<file path="config.mk">
export PLATFORM = sky130hd
export DESIGN_NAME = udp_tx_machine
export DESIGN_NICKNAME = d
export VERILOG_FILES = /design/src/rtl/eth_pkg.sv /design/src/rtl/ip_csum.sv /design/src/rtl/udp_tx_machine.sv
export SDC_FILE = /design/constraint.sdc
export NUM_CORES = 1
export LEC_CHECK = 0
export ABC_AREA = 1
export CORE_MARGIN = 4
export CORE_UTILIZATION = 35
export DETAILED_ROUTE_END_ITERATION = 10
export RECOVER_POWER = 50
export SYNTH_ARGS = -nofsm -noshare
export SYNTH_HDL_FRONTEND = slang
export SYNTH_SLANG_ARGS = --single-unit
</file>
<file path="constraint.sdc">
create_clock -name clk -period 4.44 [get_ports clk]
set_clock_uncertainty 0.05 [all_clocks]
set_input_delay 1.11 -clock clk [delete_from_list [all_inputs] [get_ports clk]]
set_output_delay 1.11 -clock clk [all_outputs]
set_load 0.01 [all_outputs]
</file>
<file path="src/rtl/eth_pkg.sv">
// Shared Ethernet/IPv4/UDP constants, TX state encoding and the IPv4 header
// word sequence used for checksum generation. Also used by the RX path.
package eth_pkg;

  localparam logic [15:0] ETHERTYPE_IPV4 = 16'h0800;
  localparam logic [7:0]  IP_PROTO_UDP   = 8'h11;
  localparam logic [7:0]  IP_VER_IHL     = 8'h45;
  localparam logic [7:0]  IP_TTL         = 8'h40;

  localparam int ETH_HDR     = 14;
  localparam int IP_HDR      = 20;
  localparam int UDP_HDR     = 8;
  localparam int PAYLOAD_OFS = ETH_HDR + IP_HDR + UDP_HDR;
  localparam int FRAME_LEN   = 46;
  localparam int PAYLOAD_LEN = FRAME_LEN - PAYLOAD_OFS;
  localparam int CSUM_WORDS  = IP_HDR / 2;

  localparam logic [15:0] IP_TOTAL_LEN = 16'(IP_HDR + UDP_HDR + PAYLOAD_LEN);
  localparam logic [15:0] UDP_LEN      = 16'(UDP_HDR + PAYLOAD_LEN);

  localparam int ST_IDLE = 0;
  localparam int ST_CSUM = 1;
  localparam int ST_SEND = 2;
  localparam int ST_DONE = 3;

  typedef enum logic [3:0] {
    S_IDLE = 4'(1 << ST_IDLE),
    S_CSUM = 4'(1 << ST_CSUM),
    S_SEND = 4'(1 << ST_SEND),
    S_DONE = 4'(1 << ST_DONE)
  } tx_state_e;

  // IPv4 header as 16-bit words, checksum field (word 5) taken as zero.
  function automatic logic [15:0] ip_hdr_word(input logic [3:0]  idx,
                                              input logic [15:0] id,
                                              input logic [31:0] src,
                                              input logic [31:0] dst);
    logic [15:0] w;
    case (idx)
      4'd0:    w = {IP_VER_IHL, 8'h00};
      4'd1:    w = IP_TOTAL_LEN;
      4'd2:    w = id;
      4'd4:    w = {IP_TTL, IP_PROTO_UDP};
      4'd6:    w = src[31:16];
      4'd7:    w = src[15:0];
      4'd8:    w = dst[31:16];
      4'd9:    w = dst[15:0];
      default: w = 16'h0000;
    endcase
    return w;
  endfunction

endpackage

</file>
<file path="src/rtl/ip_csum.sv">
// Ones-complement 16-bit accumulator with end-around carry; csum is the
// inverted running sum.
module ip_csum (
  input  logic        clk,
  input  logic        reset_n,
  input  logic        clr,
  input  logic        add_vld,
  input  logic [15:0] word,
  output logic [15:0] csum
);

  logic [15:0] sum_q, sum_d;
  logic [16:0] raw;

  always_comb begin
    raw   = {1'b0, sum_q} + {1'b0, word};
    sum_d = sum_q;
    if (clr)          sum_d = '0;
    else if (add_vld) sum_d = raw[15:0] + {15'd0, raw[16]};
  end

  always_ff @(posedge clk) begin
    if (!reset_n) sum_q <= '0;
    else          sum_q <= sum_d;
  end

  assign csum = ~sum_q;

endmodule

</file>
<file path="src/rtl/udp_tx_machine.sv">
// Wraps one 32-bit payload word into an Ethernet II / IPv4 / UDP frame
// (bytes 0..45) on the MAC TX byte interface.
module udp_tx_machine
  import eth_pkg::*;
#(
  parameter logic [47:0] MY_HWADDR  = 48'h98_5a_eb_dd_1c_65,
  parameter logic [47:0] DST_HWADDR = 48'hff_ff_ff_ff_ff_ff,
  parameter logic [31:0] MY_IP      = 32'hc0a80205,
  parameter logic [31:0] DST_IP     = 32'hc0a80201,
  parameter logic [15:0] MY_PORT    = 16'h4e50,
  parameter logic [15:0] DST_PORT   = 16'h4e50
) (
  input  logic        clk,
  input  logic        reset_n,
  input  logic        tx_udp_req,
  input  logic [31:0] tx_udp_data,
  output logic        tx_udp_ack,
  output logic        tx_udp_done,
  output logic        tx_busy,
  output logic        tx_vld,
  input  logic        tx_rdy,
  output logic        tx_last,
  output logic [10:0] tx_addr,
  output logic [7:0]  tx_data
);

  tx_state_e   state_q, state_d;
  logic [3:0]  cnt_q, cnt_d;
  logic [10:0] addr_q, addr_d;
  logic [15:0] ip_id_q, ip_id_d;
  logic [31:0] payload_q, payload_d;

  logic        csum_clr, csum_add;
  logic [15:0] csum;
  logic        in_send, at_last;
  logic [FRAME_LEN*8-1:0] frame;
  logic [5:0]  byte_sel;

  ip_csum u_csum (
    .clk     (clk),
    .reset_n (reset_n),
    .clr     (csum_clr),
    .add_vld (csum_add),
    .word    (ip_hdr_word(cnt_q, ip_id_q, MY_IP, DST_IP)),
    .csum    (csum)
  );

  assign in_send = (state_q == S_SEND);
  assign at_last = (addr_q == 11'(FRAME_LEN - 1));

  always_comb begin
    state_d   = state_q;
    cnt_d     = cnt_q;
    addr_d    = addr_q;
    ip_id_d   = ip_id_q;
    payload_d = payload_q;
    csum_clr  = 1'b0;
    csum_add  = 1'b0;
    case (state_q)
      S_IDLE: if (tx_udp_req) begin
        payload_d = tx_udp_data;
        csum_clr  = 1'b1;
        cnt_d     = '0;
        state_d   = S_CSUM;
      end
      S_CSUM: begin
        csum_add = 1'b1;
        cnt_d    = cnt_q + 4'd1;
        if (cnt_q == 4'(CSUM_WORDS - 1)) begin
          cnt_d   = '0;
          state_d = S_SEND;
        end
      end
      S_SEND: if (tx_rdy) begin
        if (at_last) begin
          addr_d  = '0;
          ip_id_d = ip_id_q + 16'd1;
          state_d = S_DONE;
        end else begin
          addr_d = addr_q + 11'd1;
        end
      end
      S_DONE:  state_d = S_IDLE;
      default: state_d = S_IDLE;
    endcase
  end

  always_ff @(posedge clk) begin
    if (!reset_n) begin
      state_q   <= S_IDLE;
      cnt_q     <= '0;
      addr_q    <= '0;
      ip_id_q   <= '0;
      payload_q <= '0;
    end else begin
      state_q   <= state_d;
      cnt_q     <= cnt_d;
      addr_q    <= addr_d;
      ip_id_q   <= ip_id_d;
      payload_q <= payload_d;
    end
  end

  // Whole frame as one vector, byte 0 in the MSBs; tx_addr selects a byte.
  // The accumulator holds the finished sum for the whole SEND phase.
  assign frame = {DST_HWADDR, MY_HWADDR, ETHERTYPE_IPV4,
                  IP_VER_IHL, 8'h00, IP_TOTAL_LEN, ip_id_q, 16'h0000,
                  IP_TTL, IP_PROTO_UDP, csum, MY_IP, DST_IP,
                  MY_PORT, DST_PORT, UDP_LEN, 16'h0000, payload_q};
  assign byte_sel = 6'(FRAME_LEN - 1) - addr_q[5:0];

  assign tx_udp_ack  = reset_n & (state_q == S_IDLE) & tx_udp_req;
  assign tx_udp_done = (state_q == S_DONE);
  assign tx_busy     = (state_q != S_IDLE);
  assign tx_vld      = in_send;
  assign tx_last     = in_send & at_last;
  assign tx_addr     = addr_q;
  assign tx_data     = in_send ? frame[{byte_sel, 3'b000} +: 8] : 8'h00;

endmodule
</file>
==> results of run 1 <==
[power groups by stage]
stage / sequential (W) / combinational [W] / clock, W
floorplan: 0.000804 / 0.000113 / 0
global placement: 0.000810 / 0.000188 / 0
detailed placement: 0.000810 / 0.000187 / 0
CTS: 0.000793 / 0.000189 / 0.000814
global route: 0.000796 / 0.000210 / 0.000854
finish: 0.000793 / 0.000186 / 0.000802
[cell usage in the layout (no fill, tap or decap), types with 5 or more instances in the layout]
master           count
nand2_1            218
inv_1              156
o21ai_0             87
dfxtp_1             83
nor2_1              79
a21oi_1             69
nand3_1             52
clkdlybuf4s50_1     50
ha_1                25
nor3_1              20
xor2_1              15
o211ai_1            11
buf_4               11
o22ai_1             10
nand4_1             10
a22o_1              10
clkbuf_16            9
dlygate4sd3_1        9
inv_2                7
nor2_2               6
o221ai_1             5
a22oi_1              5
clkbuf_1             5
[per-stage QoR]
stage | hold WS [ns] | std cells | cell area (sq um) | power [W] | util
finish | 0.412 | 1215 | 6990 | 0.00178 | 0.423
global route | 0.434 | 1215 | 6990 | 0.00186 | 0.423
CTS | 0.419 | 1215 | 7020 | 0.00180 | 0.425
detailed placement | 0.403 | 1200 | 6710 | 0.000997 | 0.406
global placement | 0.402 | 1200 | 6710 | 0.000998 | 0.406
floorplan | 0.370 | 936 | 5870 | 0.000917 | -
[cells by family (layout without fill, tap and decap cells)]
kind of cell,count (synthesis),in the layout,synth area share
AND/OR/NAND/NOR,403,403,0.298
buffers and inverters,191,250,0.126
flip-flops,83,83,0.283
adder cells (fa/ha/maj),26,26,0.0567
XOR/XNOR,17,17,0.0254
AO/OA/AOI/OAI,216,216,0.211
[how the worst max path moves through the flow]
stage                     slack (ns)                to  depth (start not counted)        from
after global routing           0.009  u_csum.sum_q[12]                         25    cnt_q[3]
after floorplan                 0.80  u_csum.sum_q[10]                         25    cnt_q[3]
after CTS                       0.28        tx_data[1]                         12  tx_addr[1]
after detailed placement        0.48  u_csum.sum_q[14]                         26    cnt_q[1]
after global placement          0.63        tx_udp_ack                          4  tx_udp_req
final                           0.25        tx_data[0]                         11  tx_addr[1]
[area by class of cell]
type                            instances  area [sq um]
Inverter                              163           612
Fill cell                            1763          9530
Clock buffer                           13           250
Sequential cell                        83          1660
Timing Repair Buffer                   72           681
Multi-Input combinational cell        662          3450
Tap cell                              220           275
Clock inverter                          2          60.1
[cell usage after synthesis, drive strengths merged (3+ instances only)]
| cell type | count |
|---|---|
| clkbuf | 14 |
| a22oi | 5 |
| o31ai | 3 |
| o221ai | 5 |
| nor4 | 4 |
| a31oi | 3 |
| buf | 14 |
| nor3 | 22 |
| ha | 25 |
| a22o | 10 |
| o21ai | 89 |
| dfxtp | 83 |
| a21oi | 69 |
| o22ai | 10 |
| xor2 | 15 |
| nand2 | 221 |
| o311ai | 3 |
| nand3 | 52 |
| nand4 | 11 |
| nor2 | 86 |
| a211oi | 3 |
| o211ai | 11 |
| inv | 163 |
[sequential cells by signal, indices dropped and copies added (netlist names)]
signal	flops
payload_q	32
tx_addr	11
u_csum.sum_q	16
state_q	4
cnt_q	4
ip_id_q	16
[worst max-delay path: stages, from the launching register on]
cell             delay, ns
dfxtp_1               0.49
buf_4                 0.25
nand2_1               0.23
inv_1                 0.30
nor2_1                0.10
o221a_2               0.13
o21ai_0               0.22
nor2_1                0.07
nor3_1                0.18
nor2_1                0.06
nor2_1                0.10
clkdlybuf4s50_1       0.55
[repair_timing]
item	in CTS	in global routing
resized for setup	0	2
hold endpoints to repair	0	0
setup endpoints to repair	0	3
[per-layer routing]
layer / vias up / global-route usage / share of wire
li1: 3167 / - / -
met1: 2753 / 0.268 / 0.48
met2: 155 / 0.298 / 0.44
met3: 32 / 0.0365 / 0.054
met4: 0 / 0.0654 / 0.021
met5: - / 0 / 0
==> metrics.json, run 1 <==
{
  "outcome": {"value": "complete, no violations"},
  "drt_drc_violations_left": {"value": 0},
  "rsz_0062_raised_after_global_routing": {"value": "false"},
  "max_cap_viol_count": {"value": 0},
  "power.share.clock": {"value": 0.450},
  "critPathMaxFanout": {"value": 10},
  "pin_count": {"value": 60},
  "post_synth_inst_count": {"value": 936},
  "synth_top_cell_by_area": {"value": "dfxtp_1"},
  "setup_viol": {"value": 0},
  "fin_setup_tns": {"value": 0, "unit": "ns"},
  "hp_class": {"value": "reg2reg"},
  "hold_start": {"value": "payload_q[30]"},
  "max-slew-margin-rel": {"value": 0.0870},
  "worst_setup_hold_path_clk_slew": {"value": 0.06, "unit": "ns"},
  "postSynthRegisterBits": {"value": 83},
  "worstRegToRegCells": {"value": 26},
  "floorplan.initialDensity": {"value": 0.355},
  "number_of_buffers_created_by_cts": {"value": 9},
  "worst_slew_pin_slew": {"value": 1.37, "unit": "ns"},
  "antenna_found_initial": {"value": 0},
  "fin_crit": {"value": 4.19, "unit": "ns"},
  "power.share.sequential": {"value": 0.446},
  "critPathCaptureType": {"value": "output port"},
  "clock.fmax": {"value": 239, "unit": "MHz"},
  "layout.nets": {"value": 1053},
  "critical_path_required": {"value": 3.28, "unit": "ns"},
  "site_rows": {"value": 47},
  "die-area": {"value": 18900, "unit": "sq um"},
  "combinationalPowerShare": {"value": 0.104},
  "drive_above_1_share": {"value": 0.0452},
  "synthArstFlopShare": {"value": 0},
  "final-max-slew-violation-count": {"value": 0},
  "core_area": {"value": 16500, "unit": "sq um"},
  "hold_depth": {"value": 2},
  "initialDrtViolationCount": {"value": 494},
  "global_route_wire_length_before_repair": {"value": 28.4, "unit": "mm"},
  "arrival": {"value": 3.03, "unit": "ns"},
  "p_int": {"value": 0.00136, "unit": "W"},
  "path_class": {"value": "reg2out"},
  "syn2layout_area_growth": {"value": 19.1, "unit": "%"},
  "detailroute.via_count": {"value": 6107},
  "r2r_slack": {"value": 0.44, "unit": "ns"},
  "synth.net_count": {"value": 998},
  "worst_r2r_startpoint": {"value": "cnt_q[1]"},
  "netlist_cell_types": {"value": 46},
  "finalWorstSetupSlack": {"value": 0.253, "unit": "ns"},
  "grt_util_all_layers": {"value": 0.192},
  "pre_cts_ws": {"value": 0.477, "unit": "ns"},
  "diodes": {"value": 0},
  "ctsRootBufferMaster": {"value": "clkbuf_16"},
  "postCtsSetupRepairBufs": {"value": 0},
  "h-tree-depth": {"value": 3},
  "die_w": {"value": 138, "unit": "microns"},
  "ys_warn_count": {"value": 0},
  "fin_crit_sh": {"value": 0.943},
  "worst_r2r_endpoint": {"value": "u_csum.sum_q[14]"},
  "postSynthAreaPerCell": {"value": 6.27, "unit": "sq um"},
  "worstSkewPairLatency": {"value": 0.34, "unit": "ns"},
  "antenna_left": {"value": 0},
  "largest_net_degree_at_the_start_of_global_routing": {"value": 33},
  "seq_area_frac_synth": {"value": 0.283},
  "grt_pass1_vias": {"value": 5526},
  "io_buffers": {"value": 59},
  "routed_wirelength": {"value": 18.0, "unit": "mm"},
  "route.detailed.wl_per_inst": {"value": 14.8, "unit": "microns"},
  "detailedPlacementHpwl": {"value": 14.2, "unit": "mm"},
  "p_sw_frac": {"value": 0.236},
  "synthTopCellsByArea": {"value": "dfxtp_1 28%, nand2_1 14%, inv_1 10%"},
  "cts_hold_buf": {"value": 0},
  "drt-vias-per-instance": {"value": 5.03},
  "clock_sinks": {"value": 83},
  "tritoncts": {"value": "built"},
  "hold_viol": {"value": 0},
  "synth_top_cell_area_share": {"value": 0.283},
  "max-vdd-ir-drop": {"value": 0.000170, "unit": "V"},
  "cts_buffer_depth": {"value": 2},
  "gp_routability_congestion": {"value": 0.974},
  "net-switching-power": {"value": 0.000420, "unit": "W"},
  "synth-edff-count": {"value": 0},
  "power.leakage": {"value": 3.05, "unit": "nW"},
  "worst_hold_end": {"value": "payload_q[30]"},
  "powerDensity": {"value": 255, "unit": "nW/um^2"},
  "drt_pass1_iterations": {"value": 5},
  "gr-total-overflow": {"value": 0},
  "die_height": {"value": 138, "unit": "microns"},
  "ys_dominant_reg_cell": {"value": "dfxtp_1"},
  "critical_path.startpoint_type": {"value": "flop"},
  "syn_area": {"value": 5870, "unit": "sq um"}
}
Note: power is estimated with default switching activity, not from simulation.
==> run 2, diff against run 1 <==
- TNS_END_PERCENT: default -> 1
- clock period: 4.44 -> 4.6 ns (I/O delays scaled with it)
==> metrics.json, run 2 (synthesized netlist as in run 1, its figures left out) <==
{
  "path_class": {"value": "reg2out"},
  "finalHoldWorstSlack": {"value": 0.407, "unit": "ns", "change": "-0.00487 ns"},
  "io_buffers": {"value": 59, "change": "unchanged"},
  "floorplan.initialDensity": {"value": 0.355, "change": "unchanged"},
  "largest-register": {"value": "payload_q"},
  "fin_crit": {"value": 4.37, "unit": "ns"},
  "global_route_wire_length_before_repair": {"value": 29.0, "unit": "mm", "change": "+2.2%"},
  "r2r_slack": {"value": 0.57, "unit": "ns", "change": "+0.13 ns"},
  "drt-vias-per-instance": {"value": 5.02, "change": "-0.18%"},
  "worst_slew_pin_slew": {"value": 1.37, "unit": "ns", "change": "+0.00514 ns"},
  "worst_setup_hold_path_clk_slew": {"value": 0.07, "unit": "ns", "change": "about the same"},
  "detailedPlacementHpwl": {"value": 14.4, "unit": "mm", "change": "+1.4%"},
  "tritoncts": {"value": "built"},
  "leading_registers_by_flop_count": {"value": "payload_q (32), ip_id_q (16), u_csum.sum_q (16)"},
  "powerDensity": {"value": 238, "unit": "nW/um^2", "change": "-6.5%"},
  "critPathCapture": {"value": "tx_data[1]"},
  "critPathCaptureType": {"value": "output port"},
  "fin_setup_tns": {"value": 0, "unit": "ns", "change": "unchanged"},
  "rsz_0062_raised_after_global_routing": {"value": "false"},
  "crit_chain": {"value": "ha_1, nor2_1, nor2_4, inv_1, nand2_1, inv_1, a21oi_1, o31ai_1, a21oi_1, nor3_1, clkdlybuf4s50_1"},
  "core_area": {"value": 16500, "unit": "sq um", "change": "unchanged"},
  "outcome": {"value": "complete, no violations"},
  "setup_viol": {"value": 0, "change": "unchanged"},
  "critical_path.startpoint_type": {"value": "flop"},
  "gr-total-overflow": {"value": 0, "change": "unchanged"},
  "pin_count": {"value": 60, "change": "unchanged"},
  "final-max-slew-violation-count": {"value": 0, "change": "unchanged"},
  "antenna_left": {"value": 0, "change": "unchanged"},
  "initialDrtViolationCount": {"value": 447, "change": "-9.5%"},
  "max-vdd-ir-drop": {"value": 0.000177, "unit": "V", "change": "+4.1%"},
  "die_w": {"value": 138, "unit": "microns", "change": "unchanged"},
  "clock.fmax": {"value": 229, "unit": "MHz"},
  "max-slew-margin-rel": {"value": 0.0836, "change": "-0.00342"},
  "diodes": {"value": 0, "change": "unchanged"},
  "largest_net_degree_at_the_start_of_global_routing": {"value": 33, "change": "unchanged"},
  "grt_pass1_vias": {"value": 5579, "change": "+0.96%"},
  "layout_common_cells": {"value": "216 x nand2_1, 157 x inv_1, 87 x o21ai_0"},
  "timing.critical_path.buf_inv": {"value": 3, "change": "unchanged"},
  "hp_class": {"value": "reg2reg"},
  "worstRegToRegCells": {"value": 26, "change": "unchanged"},
  "site_rows": {"value": 47, "change": "unchanged"},
  "die-area": {"value": 18900, "unit": "sq um", "change": "unchanged"},
  "h-tree-depth": {"value": 3, "change": "unchanged"},
  "final_common_cell": {"value": "nand2_1"},
  "hold_depth": {"value": 2, "change": "unchanged"},
  "cts_hold_buf": {"value": 0, "change": "unchanged"},
  "power.leakage": {"value": 3.04, "unit": "nW", "change": "-0.21%"},
  "number_of_buffers_created_by_cts": {"value": 9, "change": "unchanged"},
  "drive_above_1_share": {"value": 0.0481, "change": "+0.00292"},
  "worst_r2r_startpoint": {"value": "cnt_q[1]"},
  "worst_r2r_endpoint": {"value": "u_csum.sum_q[15]"},
  "ctsRootBufferMaster": {"value": "clkbuf_16"},
  "drt_drc_violations_left": {"value": 0, "change": "unchanged"},
  "antenna_found_initial": {"value": 0, "change": "unchanged"},
  "hold_viol": {"value": 0, "change": "unchanged"},
  "detailroute.via_count": {"value": 6106, "change": "-0.016%"},
  "critPathMaxFanout": {"value": 14, "change": "+4"},
  "gp_routability_congestion": {"value": 0.954, "change": "-2.0%"},
  "arrival": {"value": 3.17, "unit": "ns", "change": "+0.14 ns"},
  "largest_register_ffs": {"value": 32, "change": "unchanged"},
  "syn2layout_area_growth": {"value": 19.0, "unit": "%", "change": "about the same"},
  "max_cap_viol_count": {"value": 0, "change": "unchanged"},
  "drt_pass1_iterations": {"value": 5, "change": "unchanged"},
  "die_height": {"value": 138, "unit": "microns", "change": "unchanged"},
  "clock_sinks": {"value": 83, "change": "unchanged"},
  "cts_buffer_depth": {"value": 2, "change": "unchanged"},
  "worstSkewPairLatency": {"value": 0.35, "unit": "ns", "change": "about the same"},
  "fin_crit_sh": {"value": 0.950},
  "cpMaxStageDelayCell": {"value": "clkdlybuf4s50_1"},
  "worst-path-stages": {"value": 11, "change": "unchanged"},
  "critical_path_required": {"value": 3.40, "unit": "ns", "change": "+0.12 ns"},
  "critical_path.startpoint": {"value": "tx_addr[2]"},
  "timing.critical_path.max_delay_family": {"value": "buffers and inverters"},
  "grt_util_all_layers": {"value": 0.198, "change": "+0.00527"},
  "layout.nets": {"value": 1054, "change": "+0.095%"},
  "route.detailed.wl_per_inst": {"value": 15.1, "unit": "microns", "change": "+2.0%"},
  "crit_path_max_incr_delay": {"value": 0.60, "unit": "ns", "change": "+0.05 ns"},
  "routed_wirelength": {"value": 18.4, "unit": "mm", "change": "+2.2%"}
}
-- run 2: cell types whose count changed in the layout (fill, tap and decap cells not counted), moves of 2 or more --
cell and delta:
nand2_1 -2, clkbuf_8 +2, dlygate4sd3_1 -2, clkdlybuf4s50_1 +2, bufinv_16 -2
-- run 2: cell type report --
type | count | area, sq um
clock inverters | 3 | 21.3
multi-input cells | 662 | 3470
inverters | 163 | 612
fillers | 1791 | 9540
well taps | 220 | 275
repair buffers | 73 | 681
clock buffers | 13 | 270
flip-flops and latches | 83 | 1660
-- run 2: per-layer routing --
layer	vias up	GRT usage	wire (microns)
met5	-	0	0
met4	0	0.0532	312
li1	3185	-	-
met1	2729	0.272	8920
met3	25	0.0365	967
met2	167	0.318	8210
-- run 2: worst min-delay path, stage by stage (launching register included) --
cell,delay [ns]
dfxtp_1,0.31
nand2_1,0.06
nand2_1,0.05
-- run 2: timing repair --
| action | 4_1_cts | 5_1_grt |
|---|---|---|
| resized for setup | 0 | 2 |
| setup buffers | 0 | 0 |
| hold endpoints to repair | 0 | 0 |
| endpoints found under the setup margin | 0 | 6 |
-- run 2: per-stage QoR --
stage          utilization  power [W]  cell area, sq um  instances  setup slack [ns]
2_1_floorplan            -   0.000885              5870        936             0.959
3_3_place_gp         0.407   0.000963              6720       1201             0.592
3_5_place_dp         0.407   0.000963              6720       1201             0.550
4_1_cts              0.424    0.00168              7010       1217             0.173
5_1_grt              0.423    0.00173              6990       1217            0.0363
6_report             0.423    0.00166              6990       1217             0.231
-- run 2: power by group --
group,switching [W],internal (W)
logic,0.000107,0.0000732
clock network,0.000307,0.000411
registers,0.0000154,0.000750
total,0.000430,0.00123
-- run 2: how the worst min path moves through the flow --
stage	startpoint	endpoint
final	payload_q[30]	payload_q[30]
after global placement	payload_q[30]	payload_q[30]
after CTS	payload_q[30]	payload_q[30]
after floorplan	payload_q[30]	payload_q[30]
after global routing	payload_q[30]	payload_q[30]
after detailed placement	payload_q[30]	payload_q[30]
==> run 3, diff against run 2 <==
- ABC_AREA: 1 -> default
- CORE_UTILIZATION: 35 -> 30
- clock period: 4.6 -> 4.2 ns (I/O delays scaled with it)
==> metrics.json, run 3 <==
{
  "fin_crit": {"value": 4.32, "unit": "ns"},
  "netlist_cell_types": {"value": 73, "change": "+59%"},
  "report.power.total": {"value": 0.00188, "unit": "W", "change": "+13%"},
  "leading_registers_by_flop_count": {"value": "payload_q (32), ip_id_q (16), u_csum.sum_q (16)"},
  "tritoncts": {"value": "built"},
  "worstSkewPairLatency": {"value": 0.34, "unit": "ns", "change": "about the same"},
  "critPathMaxFanout": {"value": 5, "change": "-9"},
  "site_rows": {"value": 51, "change": "+8.5%"},
  "largest_register_ffs": {"value": 32, "change": "unchanged"},
  "synth-edff-count": {"value": 0, "change": "unchanged"},
  "cts_buffer_depth": {"value": 2, "change": "unchanged"},
  "clock.fmax": {"value": 232, "unit": "MHz"},
  "die_height": {"value": 149, "unit": "microns", "change": "+8.4%"},
  "largest_net_degree_at_the_start_of_global_routing": {"value": 58, "change": "+76%"},
  "rsz_0062_raised_after_global_routing": {"value": "true"},
  "number_of_buffers_created_by_cts": {"value": 9, "change": "unchanged"},
  "finalWorstSetupSlack": {"value": -0.118, "unit": "ns", "change": "-0.349 ns"},
  "postSynthRegisterBits": {"value": 83, "change": "unchanged"},
  "cpMaxStageDelayCell": {"value": "dfxtp_4"},
  "ctsRootBufferMaster": {"value": "clkbuf_16"},
  "ys_dominant_reg_cell": {"value": "dfxtp_1"},
  "detailedPlacementHpwl": {"value": 13.4, "unit": "mm", "change": "-7.0%"},
  "syn2layout_area_growth": {"value": 31.0, "unit": "%"},
  "antenna_found_initial": {"value": 0, "change": "unchanged"},
  "cts_hold_buf": {"value": 0, "change": "unchanged"},
  "worst_setup_hold_path_clk_slew": {"value": 0.07, "unit": "ns", "change": "about the same"},
  "most_instantiated_cells_after_synthesis": {"value": "112 x nand2_1, 83 x dfxtp_1, 68 x nor2_1, 49 x a21oi_1, 44 x clkbuf_1"},
  "routed_wirelength": {"value": 17.7, "unit": "mm", "change": "-3.7%"},
  "critical_path_required": {"value": 4.41, "unit": "ns", "change": "+1.01 ns"},
  "route.detailed.wl_per_inst": {"value": 15.7, "unit": "microns", "change": "+3.8%"},
  "worst_slew_pin_slew": {"value": 1.42, "unit": "ns", "change": "+0.0471 ns"},
  "path_class": {"value": "reg2reg"},
  "post_synth_inst_count": {"value": 765, "change": "-18%"},
  "die-area": {"value": 22200, "unit": "sq um", "change": "+17%"},
  "h-tree-depth": {"value": 3, "change": "unchanged"},
  "initialDrtViolationCount": {"value": 364, "change": "-19%"},
  "die_w": {"value": 149, "unit": "microns", "change": "+8.4%"},
  "synth_top_cell_area_share": {"value": 0.279, "change": "-0.00445"},
  "grt_util_all_layers": {"value": 0.160, "change": "-0.0376"},
  "max_cap_viol_count": {"value": 0, "change": "unchanged"},
  "gr-total-overflow": {"value": 0, "change": "unchanged"},
  "outcome": {"value": "finished with violations"},
  "final-max-slew-violation-count": {"value": 0, "change": "unchanged"},
  "grt_pass1_vias": {"value": 5475, "change": "-1.9%"},
  "powerDensity": {"value": 241, "unit": "nW/um^2", "change": "+1.1%"},
  "drt_pass1_iterations": {"value": 5, "change": "unchanged"},
  "crit_chain": {"value": "buf_4, buf_4, nor4b_2, and2_1, inv_1, fa_2, nand2b_4, a21boi_4, o2111ai_2, a21boi_2, o21ai_1, a21oi_1, o21ai_1, nand2b_1, ha_4, o2111ai_2, a21oi_2, and4bb_2, o2111ai_4, nor4b_4, xnor3_1, a211oi_2"},
  "drt_drc_violations_left": {"value": 0, "change": "unchanged"},
  "arrival": {"value": 4.52, "unit": "ns", "change": "+1.35 ns"},
  "postSynthAreaPerCell": {"value": 7.80, "unit": "sq um", "change": "+24%"},
  "layout.nets": {"value": 921, "change": "-13%"},
  "final_common_cell": {"value": "nand2_1"},
  "synthTopCellsByArea": {"value": "dfxtp_1 28%, nand2_1 7.0%, xnor2_1 5.4%"},
  "core_area": {"value": 19500, "unit": "sq um", "change": "+18%"},
  "layoutNonFillerInstCount": {"value": 1129, "change": "-7.2%"},
  "synthArstFlopShare": {"value": 0, "change": "unchanged"},
  "largest-register": {"value": "payload_q"},
  "fin_crit_sh": {"value": 1.03},
  "detailroute.via_count": {"value": 5750, "change": "-5.8%"},
  "power.leakage": {"value": 2.77, "unit": "nW", "change": "-8.7%"},
  "crit_path_max_incr_delay": {"value": 0.38, "unit": "ns", "change": "-0.22 ns"},
  "critical_path.startpoint_type": {"value": "flop"},
  "max-slew-margin-rel": {"value": 0.0522, "change": "-0.0314"},
  "drive_above_1_share": {"value": 0.179, "change": "+0.131"},
  "hp_class": {"value": "reg2reg"},
  "drt-vias-per-instance": {"value": 5.09, "change": "+1.5%"},
  "critPathCaptureType": {"value": "flop"},
  "r2r_slack": {"value": -0.12, "unit": "ns", "change": "-0.69 ns"},
  "syn_area": {"value": 5970, "unit": "sq um", "change": "+1.6%"},
  "yosysMostFrequentCell": {"value": "nand2_1"},
  "diodes": {"value": 0, "change": "unchanged"},
  "setup_viol": {"value": 3, "change": "+3"},
  "place.detailed.instances": {"value": 1103, "change": "-8.2%"},
  "layout_common_cells": {"value": "112 x nand2_1, 79 x dfxtp_1, 69 x buf_4"},
  "synth_top_cell_by_area": {"value": "dfxtp_1"},
  "pin_count": {"value": 60, "change": "unchanged"},
  "antenna_left": {"value": 0, "change": "unchanged"},
  "clock_sinks": {"value": 83, "change": "unchanged"},
  "floorplan.initialDensity": {"value": 0.306, "change": "-0.0498"},
  "io_buffers": {"value": 59, "change": "unchanged"},
  "max-vdd-ir-drop": {"value": 0.000287, "unit": "V", "change": "+62%"},
  "gp_routability_congestion": {"value": 0.922, "change": "-3.4%"},
  "global_route_wire_length_before_repair": {"value": 28.7, "unit": "mm", "change": "-1.1%"},
  "synth.net_count": {"value": 827, "change": "-17%"},
  "hold_viol": {"value": 0, "change": "unchanged"},
  "seq_area_frac_synth": {"value": 0.279, "change": "-0.00445"},
  "violations": {"value": "setup timing"},
  "ys_warn_count": {"value": 0, "change": "unchanged"}
}
run 3: cell types whose count changed after synthesis, moves of 14 or more:
| cell | delta |
|---|---|
| a211oi_1 | +14 |
| a21boi_0 | +39 |
| a21oi_1 | -20 |
| and2_1 | +20 |
| clkbuf_1 | +30 |
| inv_1 | -131 |
| mux2i_1 | +14 |
| nand2_1 | -105 |
| nand3_1 | -32 |
| o21ai_0 | -58 |
| xnor2_1 | +35 |
run 3: final cells by class:
| cell class | count | area, sq um |
|---|---|---|
| Fill cell | 2042 | 11700 |
| Multi-Input combinational cell | 606 | 4250 |
| Sequential cell | 83 | 1670 |
| Timing Repair Buffer | 132 | 1140 |
| Tap cell | 265 | 332 |
| Clock buffer | 9 | 225 |
| Inverter | 27 | 103 |
| Clock inverter | 7 | 93.8 |
run 3: timing repair:
item                       in CTS  in global routing
setup endpoints to repair      13                 19
pin swaps                       6                 20
gates resized for setup        13                 23
buffers inserted                6                  4
run 3: path summary, 6_finish.rpt:
path / from / endpoint / cells past startpoint
worst max-delay path: cnt_q[1] / u_csum.sum_q[15] / 22
worst max register to register: cnt_q[1] / u_csum.sum_q[15] / 22
worst min-delay path: payload_q[12] / payload_q[12] / 2
worst min register to register: payload_q[12] / payload_q[12] / 2
run 3: critical path, delay by kind of cell, from the launching register on:
family | cells | cell delay (ns)
flip-flops | 1 | 0.38
AO/OA/AOI/OAI | 10 | 1.39
buffers and inverters | 3 | 0.31
XOR/XNOR | 1 | 0.26
adder cells (fa/ha/maj) | 2 | 0.54
AND/OR/NAND/NOR | 6 | 1.29
run 3: cell families after synthesis:
family,count (synthesis),share of synthesized area
adder cells (fa/ha/maj),27,0.0575
multiplexers,24,0.0556
buffers and inverters,76,0.0487
XOR/XNOR,51,0.0772
AND/OR/NAND/NOR,309,0.255
flip-flops,83,0.279
AO/OA/AOI/OAI,195,0.228
run 3: per-stage QoR:
step / util / setup WS (ns) / hold WS (ns) / setup TNS [ns] / instance area (sq um)
CTS: 0.393 / -0.0807 / 0.415 / -0.0952 / 7670
global placement: 0.372 / -0.144 / 0.400 / -0.391 / 7260
detailed placement: 0.372 / -0.279 / 0.406 / -1.16 / 7260
finish: 0.400 / -0.118 / 0.412 / -0.255 / 7820
floorplan: - / -0.0381 / 0.390 / -0.0987 / 6060
global route: 0.400 / -0.347 / 0.437 / -2.12 / 7820
run 3: routing by layer:
| metal | track usage | vias up | wire length [microns] |
|---|---|---|---|
| met5 | 0 | - | 0 |
| met4 | 0.0481 | 0 | 357 |
| met3 | 0.0283 | 19 | 762 |
| met2 | 0.255 | 135 | 8160 |
| met1 | 0.222 | 2691 | 8450 |
| li1 | - | 2905 | - |
run 3: report_power, final:
part           leakage (nW)  internal (W)  switching [W]
registers             0.676      0.000814      0.0000192
clock network         0.153      0.000479       0.000369
logic                  1.94     0.0000934       0.000108
total                  2.77       0.00139       0.000496
